<file path="src/rtl/lsu_pkg.sv">
// Shared encodings for the load/store unit: access sizes, FSM states and
// the funct3 values that have no legal meaning.
package lsu_pkg;
    localparam logic [1:0] SZ_B = 2'b00;
    localparam logic [1:0] SZ_H = 2'b01;
    localparam logic [1:0] SZ_W = 2'b10;
    localparam logic [1:0] SZ_D = 2'b11;

    // funct3[2] means "unsigned" for loads; no store encoding uses it.
    localparam int         F3_UNSIGNED_BIT = 2;
    localparam logic [2:0] F3_LOAD_ILLEGAL = 3'b111;

    typedef enum logic [1:0] {
        IDLE = 2'd0,
        REQ  = 2'd1,
        DONE = 2'd2
    } lsu_state_e;
endpackage

</file>
<file path="src/rtl/lsu_dmem_if.sv">
// Data-memory req/ack bus between the LSU (master) and the memory (slave).
interface lsu_dmem_if;
    logic        dmem_req;
    logic        dmem_we;
    logic [63:0] dmem_addr;
    logic [63:0] dmem_wdata;
    logic [7:0]  dmem_wmask;
    logic [63:0] dmem_rdata;
    logic        dmem_ack;

    modport master (
        output dmem_req, dmem_we, dmem_addr, dmem_wdata, dmem_wmask,
        input  dmem_rdata, dmem_ack
    );
    modport slave (
        input  dmem_req, dmem_we, dmem_addr, dmem_wdata, dmem_wmask,
        output dmem_rdata, dmem_ack
    );
endinterface

</file>
<file path="src/rtl/lsu_align.sv">
// Combinational byte-lane logic: legality check, store mask/data placement
// and load lane extraction with sign/zero extension.
module lsu_align
    import lsu_pkg::*;
(
    input  logic [2:0]  off_i,
    input  logic [2:0]  funct3_i,
    input  logic        is_store_i,
    input  logic [63:0] store_data_i,
    input  logic [63:0] rdata_i,
    output logic        illegal_o,
    output logic [7:0]  wmask_o,
    output logic [63:0] wdata_o,
    output logic [63:0] ldata_o
);
    logic        sext;
    logic [63:0] lane;

    assign sext    = ~funct3_i[F3_UNSIGNED_BIT];
    assign lane    = rdata_i >> {off_i, 3'b000};
    assign wdata_o = store_data_i << {off_i, 3'b000};

    always_comb begin
        illegal_o = 1'b0;
        wmask_o   = 8'hFF;
        ldata_o   = lane;
        case (funct3_i[1:0])
            SZ_B: begin
                wmask_o = 8'h01 << off_i;
                ldata_o = {{56{sext & lane[7]}}, lane[7:0]};
            end
            SZ_H: begin
                illegal_o = off_i[0];
                wmask_o   = 8'h03 << off_i;
                ldata_o   = {{48{sext & lane[15]}}, lane[15:0]};
            end
            SZ_W: begin
                illegal_o = (off_i[1:0] != 2'b00);
                wmask_o   = 8'h0F << off_i;
                ldata_o   = {{32{sext & lane[31]}}, lane[31:0]};
            end
            default: begin
                illegal_o = (off_i != 3'b000);
            end
        endcase
        // Encodings that are illegal regardless of alignment.
        if (is_store_i ? funct3_i[F3_UNSIGNED_BIT] : (funct3_i == F3_LOAD_ILLEGAL))
            illegal_o = 1'b1;
    end
endmodule

</file>
<file path="src/rtl/lsu_mem_stage.sv">
// RV64 load/store stage: accepts one access from the ALU, runs it over the
// req/ack bus while stalling the core, and reports done/misalign/bus_err.
module lsu_mem_stage
    import lsu_pkg::*;
#(
    parameter int TIMEOUT_CYCLES = 255
) (
    input  logic          clk,
    input  logic          rst,
    input  logic          start_i,
    input  logic          is_load_i,
    input  logic          is_store_i,
    input  logic [2:0]    funct3_i,
    input  logic [63:0]   addr_i,
    input  logic [63:0]   store_data_i,
    output logic          busy_o,
    output logic          done_o,
    output logic [63:0]   load_data_o,
    output logic          misalign_o,
    output logic          bus_err_o,
    lsu_dmem_if.master    dmem
);
    localparam int CW = (TIMEOUT_CYCLES > 1) ? $clog2(TIMEOUT_CYCLES) : 1;

    lsu_state_e     state_q, state_d;
    logic [63:0]    addr_q, addr_d;
    logic [63:0]    sdata_q, sdata_d;
    logic [2:0]     funct3_q, funct3_d;
    logic           we_q, we_d;
    logic [CW-1:0]  cnt_q, cnt_d;
    logic           misalign_q, misalign_d;
    logic           bus_err_q, bus_err_d;
    logic [63:0]    load_data_q, load_data_d;

    logic           idle, in_req, accept, expire;
    logic           al_illegal;
    logic [7:0]     al_wmask;
    logic [63:0]    al_wdata, al_ldata;

    assign idle   = (state_q == IDLE);
    assign in_req = (state_q == REQ);
    assign accept = start_i & (is_load_i | is_store_i);
    assign expire = (TIMEOUT_CYCLES != 0) && (cnt_q == CW'(TIMEOUT_CYCLES - 1));

    // In IDLE the aligner judges the incoming access; afterwards it works
    // on the latched copy so the bus stays stable until ack.
    lsu_align u_align (
        .off_i        (idle ? addr_i[2:0] : addr_q[2:0]),
        .funct3_i     (idle ? funct3_i : funct3_q),
        .is_store_i   (idle ? is_store_i : we_q),
        .store_data_i (sdata_q),
        .rdata_i      (dmem.dmem_rdata),
        .illegal_o    (al_illegal),
        .wmask_o      (al_wmask),
        .wdata_o      (al_wdata),
        .ldata_o      (al_ldata)
    );

    always_comb begin
        state_d     = state_q;
        addr_d      = addr_q;
        sdata_d     = sdata_q;
        funct3_d    = funct3_q;
        we_d        = we_q;
        cnt_d       = '0;
        misalign_d  = 1'b0;
        bus_err_d   = 1'b0;
        load_data_d = load_data_q;
        busy_o      = 1'b0;
        case (state_q)
            IDLE: begin
                if (accept) begin
                    addr_d   = addr_i;
                    sdata_d  = store_data_i;
                    funct3_d = funct3_i;
                    we_d     = is_store_i;
                    if (al_illegal) begin
                        state_d    = DONE;
                        misalign_d = 1'b1;
                    end else begin
                        state_d = REQ;
                        busy_o  = 1'b1;
                    end
                end
            end
            REQ: begin
                busy_o = 1'b1;
                if (dmem.dmem_ack) begin
                    state_d = DONE;
                    if (!we_q) load_data_d = al_ldata;
                end else if (expire) begin
                    state_d   = DONE;
                    bus_err_d = 1'b1;
                end else begin
                    cnt_d = cnt_q + CW'(1);
                end
            end
            DONE:    state_d = IDLE;
            default: state_d = IDLE;
        endcase
    end

    always_ff @(posedge clk) begin
        if (rst) begin
            state_q     <= IDLE;
            addr_q      <= '0;
            sdata_q     <= '0;
            funct3_q    <= '0;
            we_q        <= 1'b0;
            cnt_q       <= '0;
            misalign_q  <= 1'b0;
            bus_err_q   <= 1'b0;
            load_data_q <= '0;
        end else begin
            state_q     <= state_d;
            addr_q      <= addr_d;
            sdata_q     <= sdata_d;
            funct3_q    <= funct3_d;
            we_q        <= we_d;
            cnt_q       <= cnt_d;
            misalign_q  <= misalign_d;
            bus_err_q   <= bus_err_d;
            load_data_q <= load_data_d;
        end
    end

    assign done_o      = (state_q == DONE);
    assign misalign_o  = misalign_q;
    assign bus_err_o   = bus_err_q;
    assign load_data_o = load_data_q;

    assign dmem.dmem_req   = in_req;
    assign dmem.dmem_we    = in_req & we_q;
    assign dmem.dmem_addr  = {addr_q[63:3], 3'b000};
    assign dmem.dmem_wmask = in_req ? al_wmask : 8'h00;
    assign dmem.dmem_wdata = in_req ? al_wdata : 64'h0;
endmodule

</file>
<file path="src/flat_wrapper.sv">
// flat-port wrapper written by rule: the top's interface ports become plain ports
module lsu_mem_stage_flat import lsu_pkg::*;
#(
    parameter int TIMEOUT_CYCLES = 255
)
  (clk, rst, start_i, is_load_i, is_store_i, funct3_i, addr_i, store_data_i, busy_o, done_o, load_data_o, misalign_o, bus_err_o, dmem_dmem_req, dmem_dmem_we, dmem_dmem_addr, dmem_dmem_wdata, dmem_dmem_wmask, dmem_dmem_rdata, dmem_dmem_ack);
  lsu_dmem_if dmem_i ();
  input  logic clk;
  input  logic rst;
  input  logic start_i;
  input  logic is_load_i;
  input  logic is_store_i;
  input  logic [2:0] funct3_i;
  input  logic [63:0] addr_i;
  input  logic [63:0] store_data_i;
  output logic busy_o;
  output logic done_o;
  output logic [63:0] load_data_o;
  output logic misalign_o;
  output logic bus_err_o;
  output wire logic [$bits(dmem_i.dmem_req)-1:0] dmem_dmem_req;
  output wire logic [$bits(dmem_i.dmem_we)-1:0] dmem_dmem_we;
  output wire logic [$bits(dmem_i.dmem_addr)-1:0] dmem_dmem_addr;
  output wire logic [$bits(dmem_i.dmem_wdata)-1:0] dmem_dmem_wdata;
  output wire logic [$bits(dmem_i.dmem_wmask)-1:0] dmem_dmem_wmask;
  input wire logic [$bits(dmem_i.dmem_rdata)-1:0] dmem_dmem_rdata;
  input wire logic [$bits(dmem_i.dmem_ack)-1:0] dmem_dmem_ack;
  assign dmem_dmem_req = dmem_i.dmem_req;
  assign dmem_dmem_we = dmem_i.dmem_we;
  assign dmem_dmem_addr = dmem_i.dmem_addr;
  assign dmem_dmem_wdata = dmem_i.dmem_wdata;
  assign dmem_dmem_wmask = dmem_i.dmem_wmask;
  assign dmem_i.dmem_rdata = dmem_dmem_rdata;
  assign dmem_i.dmem_ack = dmem_dmem_ack;
  lsu_mem_stage #(.TIMEOUT_CYCLES(TIMEOUT_CYCLES)) u_core (.clk(clk), .rst(rst), .start_i(start_i), .is_load_i(is_load_i), .is_store_i(is_store_i), .funct3_i(funct3_i), .addr_i(addr_i), .store_data_i(store_data_i), .busy_o(busy_o), .done_o(done_o), .load_data_o(load_data_o), .misalign_o(misalign_o), .bus_err_o(bus_err_o), .dmem(dmem_i));
endmodule
</file>
<file path="config.mk">
export PLATFORM = sky130hd
export DESIGN_NAME = lsu_mem_stage_flat
export DESIGN_NICKNAME = d
export VERILOG_FILES = /design/src/rtl/lsu_pkg.sv /design/src/rtl/lsu_dmem_if.sv /design/src/rtl/lsu_align.sv /design/src/rtl/lsu_mem_stage.sv /design/src/flat_wrapper.sv
export SDC_FILE = /design/constraint.sdc
export NUM_CORES = 1
export LEC_CHECK = 0
export ABC_CLOCK_PERIOD_IN_PS = 8200
export CORE_AREA = 2 2 181 219
export CTS_BUF_LIST = sky130_fd_sc_hd__clkbuf_16
export DETAILED_ROUTE_END_ITERATION = 10
export DIE_AREA = 0 0 183 221
export SETUP_SLACK_MARGIN = 0.02
export SLEW_MARGIN = 20
export SYNTH_ARGS = -nofsm -noshare
export SYNTH_HDL_FRONTEND = slang
export SYNTH_HIERARCHICAL = 1
export SYNTH_SLANG_ARGS = --single-unit
</file>
<file path="constraint.sdc">
create_clock -name clk -period 8.2 [get_ports clk]
set_clock_uncertainty 0.15 [all_clocks]
set_input_delay 1.64 -clock clk [delete_from_list [all_inputs] [get_ports clk]]
set_output_delay 1.64 -clock clk [all_outputs]
set_load 0.1 [all_outputs]
</file>
* Word level (Yosys, flattened, before mapping)
Cells that the tools add are included.
Word-level totals: output and inout port bits 206, word-level logic and storage cells 64, flip-flop bits (word level) 208
Cells by class: multiplexer cells 20, reduce and logical (&&, ||, !) cells 10, add/subtract/negate cells 1, eq/ne operators 8, bitwise operators 11, shifts and indexed selects 5
Operators by type and width (count):
- case mux 64 bit (3 select lines) | 1
- two-way mux 64 bit | 1
- left shift 64 x 6 -> 64 bit | 1
- right shift 64 x 6 -> 64 bit | 1
- case mux 8 bit (3 select lines) | 1
- adder 8 x 1 -> 8 bit, second input constant | 1
- equality test 8 bit, second input constant | 1
- two-way mux 2 bit | 4
- two-way mux 8 bit | 1
- left shift 1 x 3 -> 8 bit, first input constant | 1
- left shift 2 x 3 -> 8 bit, first input constant | 1
- left shift 4 x 3 -> 8 bit, first input constant | 1
- two-way mux 1 bit | 7
- two-way mux 3 bit | 2
- OR reduction 3 bit | 2
- bitwise AND 1 bit | 5
- inverter 1 bit | 5
- equality test 2 x 1 -> 1 bit, second input constant | 2
- equality test 2 bit, second input constant | 2
- zero test 2 bit | 2
- case mux 2 bit (2 select lines) | 1
- AND reduction 2 bit | 2
- OR reduction 4 bit | 1
- equality test 3 bit, second input constant | 1
- other kinds (8) | 8

* Longest topological paths before layout
Gate-level depths: netlist (run 1).
depth after elaboration 8, gate-level depth with buffers 16

* By module
The synthesis (run 1) kept the hierarchy.
Modules (own cells, without submodules):
- lsu_mem_stage | area an instance 8803.4 µm², cells an instance 1112, times used 1, seq. area each 4164.0 µm²
- lsu_align | area an instance 4052.6 µm², cells an instance 540, times used 1, seq. area each 0.0 µm²

* Least setup slack after synthesis (run 1)
OpenSTA, ideal clock, no wires.
path kind in2out, start in addr_i[1], end out busy_o, slack 1175 ps, arrival 5235 ps, cell stages on the path 9, data required time 6410 ps, path buffers 3, path through nand2_1 nand2_1 clkbuf_1 buf_2 or2_2 clkbuf_1 nor3_2 o211ai_1 o21ai_0
On the way: cells in the longest elaborated chain, start to end 7, elaborated cells on any way between the ends 8, those cells by class mux (6); reduce/logical (2)
RTL lines:
- start, declared | RTL line flat_wrapper.sv:14 | input logic [63:0] addr_i;
- two-way mux 3 bit * | RTL line lsu_mem_stage.sv:48 | .off_i (idle ? addr_i[2:0] : addr_q[2:0]),
- nonzero test 3 bit / nonzero test 2 bit (equally long branches) | RTL line lsu_align.sv:43, lsu_align.sv:38
- case mux 1 bit (3 select lines) * | RTL line lsu_align.sv:27 | case (funct3_i[1:0])
- two-way mux 1 bit * | RTL line lsu_align.sv:47 | if (is_store_i ? funct3_i[F3_UNSIGNED_BIT] : (funct3_i == F3_LOAD_ILLEGAL))
- named net u_core.al_illegal | RTL line lsu_mem_stage.sv:36 | logic al_illegal;
- two-way mux 1 bit * | RTL line lsu_mem_stage.sv:77 | if (al_illegal) begin
- two-way mux 1 bit * | RTL line lsu_mem_stage.sv:72 | if (accept) begin
- case mux 1 bit (2 select lines) * | RTL line lsu_mem_stage.sv:70 | case (state_q)
- end, declared | RTL line flat_wrapper.sv:16 | output logic busy_o;
Mark *: on every way through the listed nets, which the timed path passes. The rest lies on a longest branch.

* Worst setup path in the final report (run 1)
start in addr_i[0], end out dmem_dmem_wdata[56]
On the way: cells in the longest elaborated chain, start to end 3
RTL lines:
- two-way mux 3 bit | RTL line lsu_mem_stage.sv:48
- left shift 64 x 6 -> 64 bit | RTL line lsu_align.sv:21 | assign wdata_o = store_data_i << {off_i, 3'b000};
- named net u_core.al_wdata[56] | RTL line lsu_mem_stage.sv:38 | logic [63:0] al_wdata, al_ldata;
- two-way mux 64 bit | RTL line lsu_mem_stage.sv:136 | assign dmem.dmem_wdata = in_req ? al_wdata : 64'h0;
- end, declared | RTL line flat_wrapper.sv:24 | output wire logic [$bits(dmem_i.dmem_wdata)-1:0] dmem_dmem_wdata;
The timed path passes the listed nets, and every way through them passes these cells.

==> results of run 1 <==
-- through the flow --
stage               instances  power (uW)
floorplan                1654        2430
global placement         2338        2860
detailed placement       2338        2870
CTS                      2383        4110
global route             2386        4270
finish                   2387        4080
-- critical path, stage by stage --
cell and delay [ns]:
clkdlybuf4s50_1 0.53, nand2_1 0.11, nand2_4 0.77, mux2_2 0.44, nor2_1 0.10, a21oi_1 0.06
mux2_2 0.28, and2_1 0.16, clkdlybuf4s50_1 0.98
-- cells in the mapped netlist (7+ instances only) --
master	n	area, sq um
a21oi_1	234	1170
nand2_1	221	830
dfxtp_1	208	4160
o21ai_0	190	951
nand3_1	145	726
and2_1	99	619
clkbuf_1	93	349
mux2i_1	85	851
buf_4	76	571
nor2_1	59	221
buf_2	42	210
mux2_2	36	405
mux4_2	31	698
nand3_2	14	140
o311ai_0	10	87.6
inv_1	9	33.8
o22ai_1	9	56.3
buf_1	8	30.0
nor2b_1	8	50.1
ha_1	7	87.6
-- sequential cells by signal, summed over array words and instances (netlist names) --
register / count
u_core/sdata_q: 64
u_core/load_data_o: 64
u_core/addr_q: 64
u_core/misalign_o: 1
u_core/funct3_q: 3
u_core/cnt_q: 8
u_core/bus_err_o: 1
u_core/state_q: 2
u_core/we_q: 1
-- cell families (layout without fill, tap and decap cells) --
group	after synthesis	after routing	share of synthesized area
buffers and inverters	237	481	0.0999
adder cells (fa/ha/maj)	7	7	0.00681
XOR/XNOR	1	1	0.000681
AND/OR/NAND/NOR	564	564	0.213
multiplexers	154	154	0.154
other	1	6	0.000292
AO/OA/AOI/OAI	480	480	0.201
flip-flops	208	208	0.324
-- per-layer routing --
metal  vias up  GRT usage  part of all wire
met5         -          0                 0
met4         0      0.125             0.052
met3       119     0.0428             0.071
met2       575      0.427              0.49
met1      6262      0.292              0.39
li1       6182          -                 -
-- power by group --
part	leakage [uW]	internal [uW]	total, uW	switching (uW)
clock	0.000441	748	1220	476
combinational	0.00422	542	1710	1170
sequential	0.00169	1080	1150	64.0
total	0.00636	2380	4080	1710
-- final timing paths --
kind / from / to / slack [ns] / cells after the start
worst max-delay path: addr_i[0] / dmem_dmem_wdata[56] / 1.29 / 9
worst min-delay path: u_core/load_data_o[59] / u_core/load_data_o[59] / 0.30 / 2
worst max register to register: u_core/state_q[0] / u_core/load_data_o[58] / 2.85 / 13
worst min register to register: u_core/load_data_o[59] / u_core/load_data_o[59] / 0.30 / 2
-- area by class of cell --
type	count	area [sq um]	share of cell area
well taps	486	608	0.0351
flip-flops and latches	208	4160	0.241
repair buffers	426	4110	0.238
multi-input cells	1209	7490	0.433
clock buffers	25	626	0.0361
inverters	10	37.5	0.00217
clock inverters	20	269	0.0155
diodes	3	7.51	0.000434
==> impl_results.md, run 1 <==
* Final HPWL DP at 36400 microns
* Register area share after synthesis at 0.324
* Hold Buf Count CTS at 0
* Vias after detailed routing at between 10000 and 15000
* Die area at between 40000 and 50000 sq um
* YS warnings at 6
* Crit path launch type: input port
* WS Path Type: in -> out
* CP Capture Type: primary output
* Post-synth ARST share at 0
* Die W at 183 microns
* CTS Buf Count at 25
* Root Driver: clkbuf_16
* Setup Fix Bufs, Post-CTS at 0
* Unrepaired setup endpoints after global routing: no
* Slew @ Worst Pin at approximately 1.1 ns
* Die height at around 220 microns
* Post-DRT Antenna Nets at 0
* Syn Std Cell Area at approximately 13000 sq um
* Mean Syn Cell Area at approximately 8 sq um
* Slew margin rel. at 0.257
* Minimum clock period at approximately 6.9 ns
* Top_reg_cell synth: dfxtp_1
* Layout area overhead at 34.6%
* Clock tree buffer depth at 3
* H-tree levels at 1
* Worst-skew pair later-pin latency at ~0.55 ns
* RePlAce Congestion at 0.921
* Pwr dens at 236 nW/um^2
* Worst Hold Class: reg -> reg
* Pre-antenna DRT Iters at 5
* Final net count at roughly 2100
* Arr. time, crit path at 5.12 ns
* Largest net degree at the start of global routing at between 100 and 150
* Final Core Density at 0.451
* Post-Place Setup Slack at 1.32 ns
* Total Routing Usage GR at 0.247
* Maximum clock frequency at 145 MHz
* MaxCap Viol Count at 0
* Commonest non-fill, non-tap cell in the layout: clkdlybuf4s50_1
* WHS at between 0.3 and 0.4 ns
* Leak Pwr at approximately 0.0064 uW
* Post-synth EDFFs at 0
* Yosys reg bits at about 210
* Endpoints failing hold at 0
* Cts repair resizes at 0
* Post-route cell area at between 15000 and 20000 sq um
* Io pins at 407
* Highest-count cells in the layout ignoring fill and taps: clkdlybuf4s50_1 (362), a21oi_1 (234), nand2_1 (218)
* Clk slew on worst S/H paths at about 0.06 ns
* First-pass GRT wire length at between 70000 and 80000 microns
* Routed WL at 51800 microns
* Via/cell ratio at 5.50
* Placed cell area at ~16000 sq um
* Initial core utilization at 0.335
* Vias in the first global route at 12900
* Initial antenna violation count at 2
* Post-synth cell types at 59
* Slew Limit Fails at 0
* Count of final setup violators at 0
* Worst vdd ir at roughly 0.17 mV
* Worst-path fanout max at approximately 70
* Core area at ~38000 sq um
* Fin worst setup slack at 1.29 ns
* CTS tree: done
* GRT Residual Overflow at 0
* Gate Count Post-Synth at about 1700
* Starting DRT DRC Count at ~900
* Critical path required time at between 6 and 7 ns
* IO buf count at between 400 and 500
* Row cnt at 79
* DR WL/cell at 21.7 microns
* Share of cells above drive strength 1 at 0.110
* Fin crit share at 0.842
* Filler cell count at 3861
* Setup TNS at 0 ns
* Outcome: finished, final reports clean
* Drt drc at 0
* Sinks on Clock Net at between 200 and 250
Power figures use the tool's default switching activity.
==> inputs of run 2 (changes only) <==
- ABC_CLOCK_PERIOD_IN_PS: 8200 -> 6470
- clock period: 8.2 -> 6.47 ns (I/O delays scaled with it)
==> run 2 against run 1 <==
Setup slack got worse by 0.53 ns; sequential cell count did not move; non-clock buffer count rose by 6; critical path depth did not move; total power rose by 25%; die area did not move; register-to-register slack got worse by 1.0 ns; largest cell class unchanged; wire length fell by 1.6%; design area rose by 0.87%; via count barely moved.
==> impl_results.md, run 2 (synthesized netlist as in run 1, its figures left out) <==
* Design Power at 5110 uW (+25%)
* First-pass GRT wire length at 77400 microns (-1.2%)
* Starting DRT DRC Count at 898 (-0.55%)
* Share of cells above drive strength 1 at 0.127 (+0.0178)
* Met2 Wirelength at 25300 microns (+0.25%)
* CP Capture Type: primary output
* Top Family by Delay on Critical Path: buffers and inverters
* Root Driver: clkbuf_16
* Met3 wire len at 3460 microns (-6.0%)
* DR top layer: met4
* Post-DRT Antenna Nets at 0 (unchanged)
* Worst-skew pair later-pin latency at 0.54 ns (about the same)
* Critical path required time at 5.03 ns (-1.38 ns)
* IO buf count at 403 (unchanged)
* Filler cell count at 3788 (-1.9%)
* Post-Place Setup Slack at 0.791 ns (-0.525 ns)
* Layout area overhead at 35.8%
* Minimum clock period at 5.70 ns
* Endpoints failing hold at 0 (unchanged)
* Slew @ Worst Pin at 1.07 ns (-0.0428 ns)
* Die W at 183 microns (unchanged)
* Worst vdd ir at 0.174 mV (+3.2%)
* Clk slew on worst S/H paths at 0.06 ns (about the same)
* Cts repair resizes at 0 (unchanged)
* MaxCap Viol Count at 0 (unchanged)
* Initial antenna violation count at 0 (-2)
* Row cnt at 79 (unchanged)
* Arr. time, crit path at 4.26 ns (-0.86 ns)
* N_diodes at 0 (-3)
* Slew margin rel. at 0.284 (+0.0263)
* Unrepaired setup endpoints after global routing: no
* Worst-path fanout max at 15 (-79%)
* Setup Fix Bufs, Post-CTS at 0 (unchanged)
* Most frequent CP cell: nand2_1
* H-tree levels at 1 (unchanged)
* Cell Chain, Critical Path: clkdlybuf4s50_1, nand2_1, nand2_1, ha_1, inv_1, nor3_2, o211ai_1, o21ai_0, buf_12
* Total Routing Usage GR at 0.243 (-0.00357)
* Initial core utilization at 0.335 (unchanged)
* Fin worst setup slack at 0.765 ns (-0.528 ns)
* Clock tree buffer depth at 3 (unchanged)
* DR WL/cell at 21.4 microns (-1.5%)
* Crit path buf inv count at 3 (+1)
* Leak Pwr at 0.00648 uW (+1.9%)
* Pre-antenna DRT Iters at 5 (unchanged)
* CTS tree: done
* Setup TNS at 0 ns (unchanged)
* Io pins at 407 (unchanged)
* Slew Limit Fails at 0 (unchanged)
* Die area at 40400 sq um (unchanged)
* Crit path launch type: input port
* Core area at 38400 sq um (unchanged)
* Routed WL at 51000 microns (-1.6%)
* Worst Hold Class: reg -> reg
* Die height at 221 microns (unchanged)
* WS Path Type: in -> out
* Sinks on Clock Net at 208 (unchanged)
* Vias after detailed routing at 13200 (+0.091%)
* Via/cell ratio at 5.51 (+0.18%)
* Hold Buf Count CTS at 0 (unchanged)
* Commonest non-fill, non-tap cell in the layout: clkdlybuf4s50_1
* Highest-count cells in the layout ignoring fill and taps: clkdlybuf4s50_1 (329), a21oi_1 (234), nand2_1 (218)
* CP max-delay cell: nor3_2
* Maximum clock frequency at approximately 180 MHz
* Vias in the first global route at 12800 (-0.85%)
* Pwr dens at 293 nW/um^2 (+24%)
* Final net count at 2094 (+0.29%)
* Largest net degree at the start of global routing at 93 (-28%)
* Final HPWL DP at 36800 microns (+1.1%)
* Fin crit share at 0.882
* GRT Residual Overflow at 0 (unchanged)
* Routed metal-1 wirelength at 20000 microns (-0.82%)
* Outcome: finished, final reports clean
* Count of final setup violators at 0 (unchanged)
* Drt drc at 0 (unchanged)
* CP max stage delay at 0.61 ns (-0.37 ns)
* RePlAce Congestion at 0.905 (-1.7%)
* CTS Buf Count at 25 (unchanged)
[run 2: changes by cell type in the layout (fill, tap and decap cells not counted), sizes merged]
cell	previous run	this run
clkbuf	26	25
clkinvlp	2	1
buf	63	103
clkdlybuf4s50	362	329
bufinv	6	5
diode	3	0
clkinv	10	7
[run 2: worst min-delay path, delay by kind of cell, from the launching register on]
kind,cells,cell delay (ns)
DFF,1,0.31
and+or+nand+nor,1,0.05
AOI/OAI and AO/OA,1,0.05
[run 2: final timing paths]
| path | startpoint | end | slack, ns | cells past startpoint |
|---|---|---|---|---|
| worst min-delay path | u_core/load_data_o[18] | u_core/load_data_o[18] | 0.31 | 2 |
| worst min register to register | u_core/load_data_o[18] | u_core/load_data_o[18] | 0.31 | 2 |
| worst max-delay path | funct3_i[0] | busy_o | 0.77 | 9 |
| worst max register to register | u_core/state_q[0] | u_core/load_data_o[50] | 1.81 | 12 |
[run 2: power breakdown]
part,switching (uW),internal [uW]
Sequential,80.0,1370
Combinational,1480,703
Clock,581,895
Total,2140,2970
[run 2: through the flow]
stage,area [sq um],utilization,hold WS (ns),std cells
finish,17500,0.455,0.309,2385
global route,17500,0.455,0.326,2385
CTS,17500,0.455,0.308,2385
detailed placement,16600,0.434,0.300,2345
global placement,16600,0.433,0.296,2345
floorplan,12900,-,0.301,1654
[run 2: layer usage]
layer | GRT usage | up-vias
li1 | - | 6201
met3 | 0.0444 | 98
met1 | 0.292 | 6348
met5 | 0 | -
met4 | 0.103 | 0
met2 | 0.424 | 503
[run 2: final cells by class]
class / count / area [sq um] / area share
clock buffers: 25 / 626 / 0.0358
clock inverters: 15 / 204 / 0.0117
flip-flops and latches: 208 / 4160 / 0.238
well taps: 486 / 608 / 0.0348
inverters: 10 / 37.5 / 0.00215
multi-input cells: 1209 / 7490 / 0.429
repair buffers: 432 / 4330 / 0.248
==> inputs of run 3 (changes only) <==
- CELL_PAD_IN_SITES_DETAIL_PLACEMENT: default -> 1
- CELL_PAD_IN_SITES_GLOBAL_PLACEMENT: default -> 2
- CORE_AREA: 2 2 181 219 -> 2 2 206 249
- DIE_AREA: 0 0 183 221 -> 0 0 208 251
- PLACE_DENSITY_LB_ADDON: default -> 0.1
==> run 3 against run 2 <==
Setup slack improved by 0.29 ns; combinational power up 4%; total power grew 1.3%; final cell count grew 7.3%; die area up 29%; largest power group unchanged; sequential power about the same.
==> impl_results.md, run 3 (synthesized netlist as in run 1, its figures left out) <==
* Worst hold stages at 2 (unchanged)
* Setup TNS at 0 ns (unchanged)
* Critical path required time at 5.03 ns (about the same)
* GRT Residual Overflow at 0 (unchanged)
* Leak Pwr at 0.00656 uW (+1.3%)
* WS Path Type: reg -> out
* Fin crit share at 0.837 (-0.0451)
* Maximum clock frequency at 185 MHz (+5.4%)
* Slew Limit Fails at 0 (unchanged)
* Worst vdd ir at 0.175 mV (+0.82%)
* Total Routing Usage GR at 0.219 (-0.0240)
* Pre-antenna DRT Iters at 4 (-1)
* Worst-path fanout max at 45 (+30)
* Row cnt at 90 (+14%)
* Filler cell count at 5889 (+55%)
* Setup Fix Bufs, Post-CTS at 0 (unchanged)
* Layout area overhead at 38.3%
* Clk slew on worst S/H paths at 0.06 ns (about the same)
* Core area at 49800 sq um (+30%)
* IO buf count at 403 (unchanged)
* Highest-count cells in the layout ignoring fill and taps: clkdlybuf4s50_1 (329), a21oi_1 (234), nand2_1 (218)
* Initial antenna violation count at 3 (+3)
* Endpoints failing hold at 0 (unchanged)
* Io pins at 407 (unchanged)
* Final HPWL DP at 42100 microns (+14%)
* MaxCap Viol Count at 0 (unchanged)
* Die area at 52200 sq um (+29%)
* H-tree levels at 1 (unchanged)
* Routed WL at 59800 microns (+17%)
* Post-DRT Antenna Nets at 0 (unchanged)
* Slew @ Worst Pin at 1.13 ns (+0.0578 ns)
* WHS at 0.303 ns (-0.00603 ns)
* DR WL/cell at 23.4 microns (+9.3%)
* Via/cell ratio at 5.13 (-6.9%)
* Worst reg2reg path depth at 11 (-1)
* Worst Hold Path EP: u_core/load_data_o[7]
* Arr. time, crit path at 3.97 ns (-0.29 ns)
* First-pass GRT wire length at 88600 microns (+14%)
* GR Layer Usage met1 at 0.267 (-0.0247)
* Pwr dens at 291 nW/um^2 (-0.50%)
* Commonest non-fill, non-tap cell in the layout: clkdlybuf4s50_1
* Initial core utilization at 0.258 (-0.0769)
* Hold Buf Count CTS at 0 (unchanged)
* Met3 GRT Util at 0.0385 (-0.00596)
* Die height at 251 microns (+14%)
* Sinks on Clock Net at 208 (unchanged)
* Worst Hold Class: reg -> reg
* Outcome: finished, final reports clean
* Minimum clock period at 5.41 ns (-0.291 ns)
* Vias in the first global route at 13700 (+7.0%)
* Share of cells above drive strength 1 at 0.129 (+0.00168)
* Largest net degree at the start of global routing at 129 (+39%)
* Vias after detailed routing at 13100 (-0.091%)
* Critical R2R Capture: u_core/load_data_o[52]
* Drt drc at 0 (unchanged)
* Starting DRT DRC Count at 593 (-34%)
* Clock tree buffer depth at 3 (unchanged)
* Slew margin rel. at 0.245 (-0.0387)
* Worst hold start: u_core/load_data_o[7]
* Cts repair resizes at 0 (unchanged)
* Crit path launch type: flip-flop
* CP Capture Type: primary output
* Unrepaired setup endpoints after global routing: no
* Layer with the highest usage: met2
* Worst-skew pair later-pin latency at 0.56 ns (+0.02 ns)
* Die W at 208 microns (+14%)
* Count of final setup violators at 0 (unchanged)
* Root Driver: clkbuf_16
* CTS Buf Count at 27 (+8.0%)
* CTS tree: done
* Met2 Resource Use GR at 0.387 (-0.0373)
* RePlAce Congestion at 0.817 (-9.8%)
* R2r setup slk at 1.90 ns (+0.09 ns)
* Reg-to-reg critical path startpoint: u_core/state_q[0]
* Final net count at 2100 (+0.29%)
==> run 3: worst max-delay path, stage by stage, from the launching register on <==
cell and delay [ns]:
dfxtp_1 0.53, or2_4 0.53, nand2_1 0.19, nand2_4 0.47, buf_4 0.35, mux2_2 0.38, nor2_1 0.10, a21oi_1 0.06
mux2_2 0.29, and2_1 0.19, buf_4 0.25
==> run 3: final cells by class <==
type / instances / area, sq um / area share
Multi-Input combinational cell: 1209 / 7480 / 0.421
Antenna cell: 2 / 5.00 / 0.000281
Inverter: 10 / 37.5 / 0.00211
Sequential cell: 208 / 4160 / 0.234
Clock inverter: 23 / 150 / 0.00844
Timing Repair Buffer: 436 / 4460 / 0.251
Tap cell: 644 / 806 / 0.0453
Clock buffer: 27 / 676 / 0.0380
==> run 3: through the flow <==
| stage | util | setup slack [ns] | total power (uW) | instance area (sq um) | instances |
|---|---|---|---|---|---|
| finish | 0.357 | 1.06 | 5180 | 17800 | 2559 |
| global route | 0.357 | 0.753 | 5450 | 17800 | 2559 |
| CTS | 0.357 | 1.02 | 5260 | 17800 | 2556 |
| detailed placement | 0.340 | 1.10 | 3770 | 16900 | 2506 |
| global placement | 0.340 | 1.10 | 3760 | 16900 | 2506 |
| floorplan | - | 0.137 | 3080 | 12900 | 1654 |
==> run 3: worst max-delay path by stage <==
stage                       from             endpoint  slack (ns)
2_1_floorplan          addr_i[1]               busy_o        0.14
3_3_place_gp           addr_i[0]  dmem_dmem_wdata[56]        1.10
3_5_place_dp           addr_i[0]  dmem_dmem_wdata[56]        1.10
4_1_cts        u_core/state_q[0]  dmem_dmem_wdata[56]        1.02
5_1_grt        u_core/state_q[0]  dmem_dmem_wdata[56]        0.75
6_report       u_core/state_q[0]  dmem_dmem_wdata[56]        1.06
==> run 3: where the power goes <==
part	switching [uW]	internal [uW]	total, uW
sequential	80.1	1370	1450
combinational	1550	720	2270
clock	648	802	1450
==> run 3: layer usage <==
metal	vias up	wire length (microns)
met2	349	30100
met4	2	1810
met1	6524	24900
li1	6190	-
met5	-	16
met3	73	2940
